===== src/rtl/mem_arb_pkg.sv =====
// Shared definitions for the two-port data-memory arbiter: FSM state encoding and port ids.
package mem_arb_pkg;

    typedef enum logic {
        ST_IDLE   = 1'b0,
        ST_ACCESS = 1'b1
    } arb_state_t;

    localparam logic PORT_CPU = 1'b0;
    localparam logic PORT_DBG = 1'b1;

    function automatic logic other_port(input logic port_id);
        return ~port_id;
    endfunction

endpackage


===== src/rtl/arb_rr_pick.sv =====
// Combinational 2-way round-robin picker with a bounded burst for the current owner.
module arb_rr_pick
    import mem_arb_pkg::*;
#(
    parameter int MAX_BURST = 4,
    parameter int CNT_W     = 3
) (
    input  logic [1:0]       req_i,
    input  logic             last_owner_i,
    input  logic [CNT_W-1:0] burst_cnt_i,
    output logic             grant_valid_o,
    output logic             grant_id_o
);

    localparam logic [CNT_W-1:0] BURST_MAX = CNT_W'(MAX_BURST);

    logic keep_owner;

    // burst_cnt_i == 0 only after reset: no burst is running, so the port opposite
    // last_owner (port 0) takes the first contested grant.
    assign keep_owner = (burst_cnt_i != '0) && (burst_cnt_i < BURST_MAX);

    always_comb begin
        grant_valid_o = |req_i;
        grant_id_o    = PORT_CPU;
        case (req_i)
            2'b01:   grant_id_o = PORT_CPU;
            2'b10:   grant_id_o = PORT_DBG;
            2'b11:   grant_id_o = keep_owner ? last_owner_i : other_port(last_owner_i);
            default: grant_id_o = PORT_CPU;
        endcase
    end

endmodule


===== src/rtl/mem_port_arbiter.sv =====
// Shares a single-port word data memory between the CPU port (0) and the loader/debug port (1).
// Optional misaligned-access blocking is enabled by defining MEM_ARB_ALIGN_CHECK_EN.
module mem_port_arbiter
    import mem_arb_pkg::*;
#(
    parameter int ADDR_W    = 32,
    parameter int DATA_W    = 32,
    parameter int MAX_BURST = 4
) (
    input  logic              clk,
    input  logic              reset,
    input  logic              req0,
    input  logic              we0,
    input  logic [ADDR_W-1:0] addr0,
    input  logic [DATA_W-1:0] wd0,
    output logic              ack0,
    output logic [DATA_W-1:0] rd0,
    output logic              err0,
    input  logic              req1,
    input  logic              we1,
    input  logic [ADDR_W-1:0] addr1,
    input  logic [DATA_W-1:0] wd1,
    output logic              ack1,
    output logic [DATA_W-1:0] rd1,
    output logic              err1,
    output logic [ADDR_W-1:0] mem_a,
    output logic              mem_we,
    output logic [DATA_W-1:0] mem_wd,
    input  logic [DATA_W-1:0] mem_rd,
    output logic              dbg_state
);

    localparam int               CNT_W     = $clog2(MAX_BURST + 1);
    localparam logic [CNT_W-1:0] BURST_MAX = CNT_W'(MAX_BURST);

    arb_state_t        state_q, state_d;
    logic              owner_q, owner_d;
    logic              we_q, we_d;
    logic [ADDR_W-1:0] addr_q, addr_d;
    logic [DATA_W-1:0] wd_q, wd_d;
    logic              last_owner_q, last_owner_d;
    logic [CNT_W-1:0]  burst_cnt_q, burst_cnt_d;

    logic              grant_valid;
    logic              grant_id;
    logic              misaligned_block;
    logic              access_ok;

    arb_rr_pick #(
        .MAX_BURST (MAX_BURST),
        .CNT_W     (CNT_W)
    ) u_pick (
        .req_i         ({req1, req0}),
        .last_owner_i  (last_owner_q),
        .burst_cnt_i   (burst_cnt_q),
        .grant_valid_o (grant_valid),
        .grant_id_o    (grant_id)
    );

`ifdef MEM_ARB_ALIGN_CHECK_EN
    assign misaligned_block = (addr_q[1:0] != 2'b00);
`else
    assign misaligned_block = 1'b0;
`endif

    // Reset landing in ACCESS cancels the access outright: no write, no ack.
    assign access_ok = (state_q == ST_ACCESS) && !reset;
    assign dbg_state = state_q;

    always_ff @(posedge clk) begin
        if (reset) begin
            state_q      <= ST_IDLE;
            owner_q      <= PORT_CPU;
            we_q         <= 1'b0;
            addr_q       <= '0;
            wd_q         <= '0;
            last_owner_q <= PORT_DBG;
            burst_cnt_q  <= '0;
        end else begin
            state_q      <= state_d;
            owner_q      <= owner_d;
            we_q         <= we_d;
            addr_q       <= addr_d;
            wd_q         <= wd_d;
            last_owner_q <= last_owner_d;
            burst_cnt_q  <= burst_cnt_d;
        end
    end

    always_comb begin
        state_d      = state_q;
        owner_d      = owner_q;
        we_d         = we_q;
        addr_d       = addr_q;
        wd_d         = wd_q;
        last_owner_d = last_owner_q;
        burst_cnt_d  = burst_cnt_q;

        mem_a  = addr_q;
        mem_wd = wd_q;
        mem_we = 1'b0;
        ack0   = 1'b0;
        ack1   = 1'b0;
        rd0    = '0;
        rd1    = '0;
        err0   = 1'b0;
        err1   = 1'b0;

        case (state_q)
            ST_IDLE: begin
                if (grant_valid) begin
                    state_d      = ST_ACCESS;
                    owner_d      = grant_id;
                    we_d         = (grant_id == PORT_DBG) ? we1   : we0;
                    addr_d       = (grant_id == PORT_DBG) ? addr1 : addr0;
                    wd_d         = (grant_id == PORT_DBG) ? wd1   : wd0;
                    last_owner_d = grant_id;
                    if (grant_id != last_owner_q) begin
                        burst_cnt_d = CNT_W'(1);
                    end else if (burst_cnt_q < BURST_MAX) begin
                        burst_cnt_d = burst_cnt_q + CNT_W'(1);
                    end
                end
            end
            ST_ACCESS: begin
                state_d = ST_IDLE;
                mem_we  = access_ok && we_q && !misaligned_block;
                if (access_ok) begin
                    if (owner_q == PORT_DBG) begin
                        ack1 = 1'b1;
                        err1 = misaligned_block;
                        rd1  = misaligned_block ? '0 : mem_rd;
                    end else begin
                        ack0 = 1'b1;
                        err0 = misaligned_block;
                        rd0  = misaligned_block ? '0 : mem_rd;
                    end
                end
            end
            default: state_d = ST_IDLE;
        endcase
    end

endmodule


===== config.mk =====
export PLATFORM = sky130hd
export DESIGN_NAME = mem_port_arbiter
export DESIGN_NICKNAME = d
export VERILOG_FILES = /design/src/rtl/mem_arb_pkg.sv /design/src/rtl/arb_rr_pick.sv /design/src/rtl/mem_port_arbiter.sv
export SDC_FILE = /design/constraint.sdc
export NUM_CORES = 1
export LEC_CHECK = 0
export CAP_MARGIN = 20
export CORE_AREA = 2 2 115 117
export CTS_CLUSTER_SIZE = 12
export DETAILED_ROUTE_END_ITERATION = 10
export DIE_AREA = 0 0 117 119
export HOLD_SLACK_MARGIN = 0.05
export PLACE_DENSITY = 0.73
export SETUP_SLACK_MARGIN = 0.02
export SYNTH_ARGS = -nofsm -noshare
export SYNTH_HDL_FRONTEND = slang
export SYNTH_SLANG_ARGS = --single-unit
export TNS_END_PERCENT = 5

===== constraint.sdc =====
create_clock -name clk -period 2.2 [get_ports clk]
set_input_delay 0.33 -clock clk [delete_from_list [all_inputs] [get_ports clk]]
set_output_delay 0.33 -clock clk [all_outputs]
set_load 0.02 [all_outputs]

Yosys cells after proc, flatten, opt, wreduce, memory -nomap -nowiden. Cells that the tools add are included.

Register bits after elaboration: 71. Output and inout bits: 134. Input bits: 166. Logic and storage cells: 45.

Reduce and logical (&&, ||, !) cells: 9. $add $sub $neg: 1. Muxes and demuxes: 22. $lt $le $gt $ge: 1. Bitwise operators: 2. Equal/unequal tests: 3.

Operator list (number): $mux 32 (8); $mux 1 (10); $mux 3 (2); $eq 2x2->1 const B (2); $pmux 1 s2 (2); $add 3x1->3 const B (1); $logic_and 1x1->1 (3); $lt 3x3->1 const B (1); $reduce_and 3->1 (1); $reduce_bool 3->1 (1); $not 1->1 (2); $reduce_and 2->1 (1); $reduce_bool 2->1 (1); $reduce_or 2->1 (1); $logic_not 1->1 (1); $ne 1x1->1 (1).

Longest topological paths before layout. Gate-level depths: netlist (run 1).

Depth in word-level cells: 7. Mapped depth: 8. Depth with buffers taken out: 6.

Cells and area by module. Synthesis (run 1) repeated with hierarchy kept, for this count alone.

Cells, all modules: 398. Area total of the unflattened synthesis: 3838.7 sq um.

By module, submodules not included: mem_port_arbiter (cells each 394, area an instance 3804.9 sq um, sequential area each 1421.4 sq um, times used 1); arb_rr_pick (cells each 4, area an instance 33.8 sq um, sequential area each 0.0 sq um, times used 1).

Worst setup path before layout (run 1). No wires, ideal clock.

Kind: register to output. From: register state_q (netlist: dbg_state). To: output port rd0[22]. Buffers on the path: 1. Arrival: 1.593 ns. Path slack: 0.277 ns. Required time: 1.870 ns. Cell stages (with the launch flop): 4. Path through: dfxtp_1 > nor3b_1 > clkbuf_1 > and2_1.

Longest elaborated chain between the ends: 3.

Ends and longest elaborated chain: start: declaration (RTL line mem_port_arbiter.sv:36) `arb_state_t state_q, state_d;`; start signal: assignment (RTL line mem_port_arbiter.sv:80) `state_q <= state_d;`; $logic_and 1x1->1 (RTL line mem_port_arbiter.sv:67) `assign access_ok = (state_q == ST_ACCESS) && !reset;`; $mux 32 (RTL line mem_port_arbiter.sv:128) `if (access_ok) begin`; $mux 32 * (RTL line mem_port_arbiter.sv:109) `case (state_q)`; end: declaration (RTL line mem_port_arbiter.sv:17) `output logic [DATA_W-1:0] rd0,`.

Every way passes the cells marked *; elsewhere a longest branch is shown, timed or not.

Final worst setup path (run 1).
From: register state_q (netlist: dbg_state). To: output port ack0.

Longest elaborated chain between the ends: 3.

Ends and longest elaborated chain: $logic_and 1x1->1 (RTL line mem_port_arbiter.sv:67); $mux 1 (RTL line mem_port_arbiter.sv:128); $mux 1 * (RTL line mem_port_arbiter.sv:109); end: declaration (RTL line mem_port_arbiter.sv:16) `output logic ack0,`.

Marked as above.

==> results of run 1 <==
[report_power, final]
group,switching [µW],total (µW),internal [µW]
sequential,74.4,1500,1420
combinational,685,1410,729
clock,563,1590,1020
[layout make-up]
cell class	count	area [µm²]	share of cell area
Sequential cell	71	1420	0.200
Timing Repair Buffer	315	3180	0.446
Inverter	2	7.51	0.00105
Multi-Input combinational cell	355	1980	0.277
Tap cell	176	220	0.0309
Clock inverter	5	81.3	0.0114
Clock buffer	11	243	0.0341
[how the worst min path moves through the flow]
stage                                startpoint                          end  cells after the start
floorplan           burst_cnt_q[0]$_SDFFE_PP0P_  burst_cnt_q[0]$_SDFFE_PP0P_                      1
global placement    burst_cnt_q[0]$_SDFFE_PP0P_  burst_cnt_q[0]$_SDFFE_PP0P_                      1
detailed placement            we_q$_SDFFE_PP0P_            we_q$_SDFFE_PP0P_                      2
CTS                                       reset         owner_q$_SDFFE_PP0P_                      3
global route                              reset       mem_a[11]$_SDFFE_PP0P_                      3
finish                                    reset         owner_q$_SDFFE_PP0P_                      3
[cells by family after synthesis]
kind of cell	share of synthesized area
flip-flops	0.391
AO/OA/AOI/OAI	0.255
other	0.00103
buffers and inverters	0.0716
multiplexers	0.00550
AND/OR/NAND/NOR	0.270
adder cells (fa/ha/maj)	0.00688
[sequential cells by signal, indices dropped and copies added (netlist names)]
name / flops
burst_cnt_q: 3
we_q: 1
dbg_state: 1
mem_wd: 32
owner_q: 1
mem_a: 32
last_owner_q: 1
[stage by stage]
step	hold WS (ps)	power (µW)	TNS (ps)	worst slack [ps]
finish	470	4500	0	135
global route	482	4710	0	43.2
CTS	458	4540	0	21.2
detailed placement	492	2960	-16.4	-16.4
global placement	482	2930	0	22.9
floorplan	466	2190	0	277
[worst max-delay path, cell delays in order (launching register included)]
cell,delay (ps)
dfxtp_1,340
nor3b_2,240
buf_12,200
clkdlybuf4s50_1,620
[routing by layer]
metal / vias to the layer above / part of all wire / global-route usage / wire length (µm)
met5: - / 0 / 0 / 0
met4: 0 / 0.021 / 0.0728 / 312
met3: 24 / 0.090 / 0.0687 / 1340
met2: 210 / 0.52 / 0.379 / 7800
met1: 2029 / 0.37 / 0.205 / 5430
li1: 2170 / - / - / -
[cell usage in the layout (no fill, tap or decap), types with 2 or more instances in the layout]
cell / n
a211oi_1: 66
a21oi_1: 59
a21oi_2: 9
a2bb2oi_1: 2
and2_1: 64
and3b_1: 2
buf_12: 8
buf_4: 10
bufinv_16: 2
clkbuf_16: 9
clkdlybuf4s50_1: 232
conb_1: 2
dfxtp_1: 71
dlygate4sd2_1: 50
dlymetal6s2s_1: 14
ha_1: 2
inv_1: 2
mux2i_1: 2
nand2_1: 65
nor2_1: 70
[what timing repair did]
action,in CTS,in global routing
cloned,0,0
gates resized for setup,50,14
endpoints found under the setup margin,50,15
pin swaps,0,1
hold endpoints to repair,0,0
==> flow_summary.json, run 1 <==
{
  "status": "complete, no violations",
  "final_cell_count_no_fill": 935,
  "placed_area_um2": 6830,
  "post_cts_buffers": 0,
  "layout_min_cycle_time_ps": 2070,
  "cts_max_level": 3,
  "nets": 922,
  "grt-ovfl-total": 0,
  "dieArea_um2": 13900,
  "critPathKind": "register to primary output",
  "drive_above_1_share": 0.0632,
  "synth_top_area_frac": 0.391,
  "clk_latency_ps": 330,
  "grt_max_degree": 55,
  "synthCells": 471,
  "p_leak_uw": 0.00327,
  "worstSetupEndpointType": "primary output",
  "finalCritPeriodShare": 0.939,
  "vdd_drop_max_v": 0.000458,
  "fmax_ghz": 0.484,
  "die_h_um": 119,
  "worst_r2r_endpoint": "mem_wd[14]$_SDFFE_PP0P_",
  "powerDensity_nw_per_um2": 631,
  "rr_startpoint": "burst_cnt_q[0]$_SDFFE_PP0P_",
  "tritoncts": "yes",
  "grt_pass1_wl_mm": 22.1,
  "hold_violations": 0,
  "synth_edf_count": 0,
  "syn_to_final_growth_pct": 95.9,
  "cts_max_path_buffers": 2,
  "wl_per_cell_um": 15.9,
  "die_w_um": 117,
  "grt_pass1_vias": 4350,
  "cp-startpoint": "dbg_state$_SDFF_PP0_",
  "fin_util": 0.553,
  "diodes": 0,
  "vias": 4433,
  "drt-vias-per-instance": 4.74,
  "cts_root_buf": "clkbuf_16",
  "max_cap_viol_count": 0,
  "drt_iter0_drc": 189,
  "crit_fanout": 33,
  "grtUsageTotal": 0.203,
  "arrival_ps": 1740,
  "fin_worst_skew_ps": 9.48,
  "synth_top_area_cell": "dfxtp_1",
  "grt_setup_unrepaired": "false",
  "yosysSeqAreaShare": 0.391,
  "hpwl_mm": 11.4,
  "drt_wl_total_mm": 14.9,
  "slew_viol_final": 0,
  "antenna_found_initial": 0,
  "max_slew_margin": 0.598,
  "drtPass1Iterations": 4,
  "async_flop_share": 0,
  "reg2reg_depth": 7,
  "hold_class": "input pin to register",
  "cts_sinks": 71,
  "reg2reg_slack_ps": 150,
  "synth_common_cells": "dfxtp_1 (71), nor2_1 (70), a211oi_1 (66)",
  "rows": 42,
  "core_um2": 12900,
  "syn_area_um2": 3640,
  "fill_cells": 1151,
  "dp_cells": 919,
  "path_clk_slew_ps": 50,
  "tightest_slew_ps": 604,
  "port_buffers": 297,
  "yosysUniqueCellTypes": 29,
  "design_area_um2": 7120,
  "start_kind": "register",
  "io_pins": 300,
  "ys_ff_latch": 71,
  "drc": 0,
  "gp_congestion": 0.813,
  "yosysMostFrequentCell": "dfxtp_1",
  "synthTopCellsByArea": "dfxtp_1 (39%), a211oi_1 (14%), and2_1 (11%)",
  "initial_core_util": 0.283,
  "crit_end": "ack0",
  "hold_buffers": 0,
  "synth.avg_cell_area_um2": 7.72,
  "final-setup-viol-count": 0,
  "ys_warn_count": 0,
  "ant_nets": 0,
  "synth_ff_type": "dfxtp_1",
  "required_ps": 1870,
  "cts_buffers": 9
}
(Power assumes the default switching activity.)
==> run 2: changes to the inputs <==
--- a/config.mk
+++ b/config.mk
@@ -10,6 +10,7 @@
 export CTS_CLUSTER_SIZE = 12
 export DETAILED_ROUTE_END_ITERATION = 10
 export DIE_AREA = 0 0 117 119
+export GPL_TIMING_DRIVEN = 0
 export HOLD_SLACK_MARGIN = 0.05
 export PLACE_DENSITY = 0.73
 export SETUP_SLACK_MARGIN = 0.02
==> run 2 against run 1 <==
  * Global-route usage is 2.1 points higher
  * Register-to-register slack worse by 50 ps
  * Count of clock-buffer cells in the layout is 1 higher
  * Non-clock buffer count is 29 higher
  * Critical path type is now input pin to primary output
  * Worst setup slack worse by 68 ps
  * Flip-flop and latch count stayed put
  * Die area stayed put
  * Clock skew is 1.8 ps lower
  * Via count is 4.9% higher
==> flow_summary.json, run 2 (same netlist as run 1, synthesis figures left out) <==
{
  "status": "complete, no violations",
  "die_w_um": 117,
  "required_ps": 1870,
  "arrival_ps": 1800,
  "slew_viol_final": 0,
  "path_clk_slew_ps": 60,
  "drt_iter0_drc": 167,
  "final_common_cell": "clkdlybuf4s50_1",
  "cts_sinks": 71,
  "vias": 4649,
  "ant_nets": 0,
  "antenna_found_initial": 0,
  "layout_min_cycle_time_ps": 2130,
  "gp_congestion": 0.812,
  "critPathKind": "input pin to primary output",
  "design_area_um2": 7080,
  "worstSetupEndpointType": "primary output",
  "grtUsageTotal": 0.223,
  "diodes": 0,
  "grt_setup_unrepaired": "true",
  "io_pins": 300,
  "wl_per_cell_um": 16.6,
  "cts_buffers": 9,
  "final-setup-viol-count": 0,
  "final_cell_mix": "clkdlybuf4s50_1 (231), nor2_1 (70), dfxtp_1 (69), nand2_1 (65), a211oi_1 (65)",
  "hold_class": "register to register",
  "drc": 0,
  "tritoncts": "yes",
  "finalCritPeriodShare": 0.969,
  "grt_pass1_vias": 4776,
  "drt_wl_total_mm": 16.0,
  "start_kind": "input pin",
  "hold_violations": 0,
  "fill_cells": 1250,
  "powerDensity_nw_per_um2": 628,
  "hpwl_mm": 12.6,
  "initial_core_util": 0.283,
  "core_um2": 12900,
  "p_leak_uw": 0.00304,
  "tightest_slew_ps": 632,
  "cts_max_path_buffers": 2,
  "crit_fanout": 10,
  "pre_cts_ws_ps": -1240,
  "worst_slack_ps": 67.2,
  "crit_family": "buffers and inverters",
  "drtPass1Iterations": 4,
  "clk_latency_ps": 340,
  "placed_area_um2": 6830,
  "grt_max_degree": 13,
  "syn_to_final_growth_pct": 94.8,
  "port_buffers": 297,
  "fmax_ghz": 0.469,
  "max_cap_viol_count": 0,
  "grt-ovfl-total": 0,
  "cts_root_buf": "clkbuf_16",
  "slowest_stage": "clkdlybuf4s50_1",
  "path_cells": "clkdlybuf4s50_1, clkbuf_8, nor3b_4, buf_6, clkbuf_4, and2_1, buf_4",
  "grt_pass1_wl_mm": 24.2,
  "fin_worst_skew_ps": 7.72,
  "critPathMaxStageDelay_ps": 430,
  "max_slew_margin": 0.579,
  "nets": 951,
  "path_buf_inv": 5,
  "drive_above_1_share": 0.122,
  "drt-vias-per-instance": 4.82,
  "dieArea_um2": 13900,
  "hold_buffers": 0,
  "vdd_drop_max_v": 0.000433,
  "die_h_um": 119,
  "rows": 42,
  "cts_max_level": 3
}
==> run 2: changes by cell type in the layout (fill, tap and decap cells not counted), sizes merged, moves of 7 or more <==
| cell | previous run | this run |
|---|---|---|
| clkbuf | 11 | 44 |
| buf | 19 | 49 |
| dlygate4sd2 | 50 | 23 |
| dlymetal6s2s | 14 | 2 |
| clkdlybuf4s15 | 0 | 7 |
==> run 2: path summary, 6_finish.rpt <==
check / from / end / slack [ps] / depth (start not counted)
setup reg to reg: burst_cnt_q[0]$_SDFFE_PP0P_ / mem_wd[1]$_SDFFE_PP0P_ / 100 / 8
hold / removal: burst_cnt_q[0]$_SDFFE_PP0P_ / burst_cnt_q[0]$_SDFFE_PP0P_ / 460 / 1
setup / recovery: reset / rd0[2] / 70 / 7
hold reg to reg: burst_cnt_q[0]$_SDFFE_PP0P_ / burst_cnt_q[0]$_SDFFE_PP0P_ / 460 / 1
==> run 2: timing repair <==
| action | 4_1_cts | 5_1_grt |
|---|---|---|
| setup buffers | 3 | 0 |
| cloned | 0 | 0 |
| pin swaps | 1 | 1 |
| setup endpoints to repair | 77 | 98 |
| gates resized for setup | 166 | 49 |
==> run 2: area by class of cell <==
type / instances / area, µm² / area share
timing repair buffer: 300 / 2850 / 0.403
multi-input combinational: 355 / 1980 / 0.280
sequential: 71 / 1430 / 0.201
buffer: 44 / 283 / 0.0399
clock buffer: 12 / 256 / 0.0362
tap: 176 / 220 / 0.0311
clock inverter: 4 / 53.8 / 0.00759
inverter: 2 / 7.51 / 0.00106
==> run 2: through the flow <==
step / TNS (ps) / std cells / hold WS, ps / total power [µW] / util
detailed placement: -60720 / 945 / 495 / 2970 / 0.531
CTS: -29.6 / 964 / 502 / 4490 / 0.550
global route: -15.7 / 964 / 478 / 4670 / 0.550
finish: 0 / 964 / 456 / 4450 / 0.550
global placement: -58200 / 945 / 481 / 2940 / 0.531
floorplan: 0 / 472 / 466 / 2190 / -
==> run 2: metal layers <==
layer	track usage	up-vias	wire length (µm)
met5	0	-	0
met4	0.0831	0	307
met3	0.0651	28	1390
met2	0.410	203	8310
met1	0.237	2187	5970
li1	-	2231	-
==> run 2: worst reg2reg max path, stage by stage, from the launching register on <==
cell	delay, ps
dfxtp_2	350
inv_1	50
ha_1	240
or4b_4	510
and3_4	200
buf_6	160
buf_6	150
a21oi_1	190
a211oi_1	110
==> run 2: power by group <==
group | leakage [µW] | switching (µW) | internal (µW)
Clock | 0.000145 | 572 | 942
Combinational | 0.00231 | 701 | 733
Sequential | 0.000591 | 80.1 | 1420
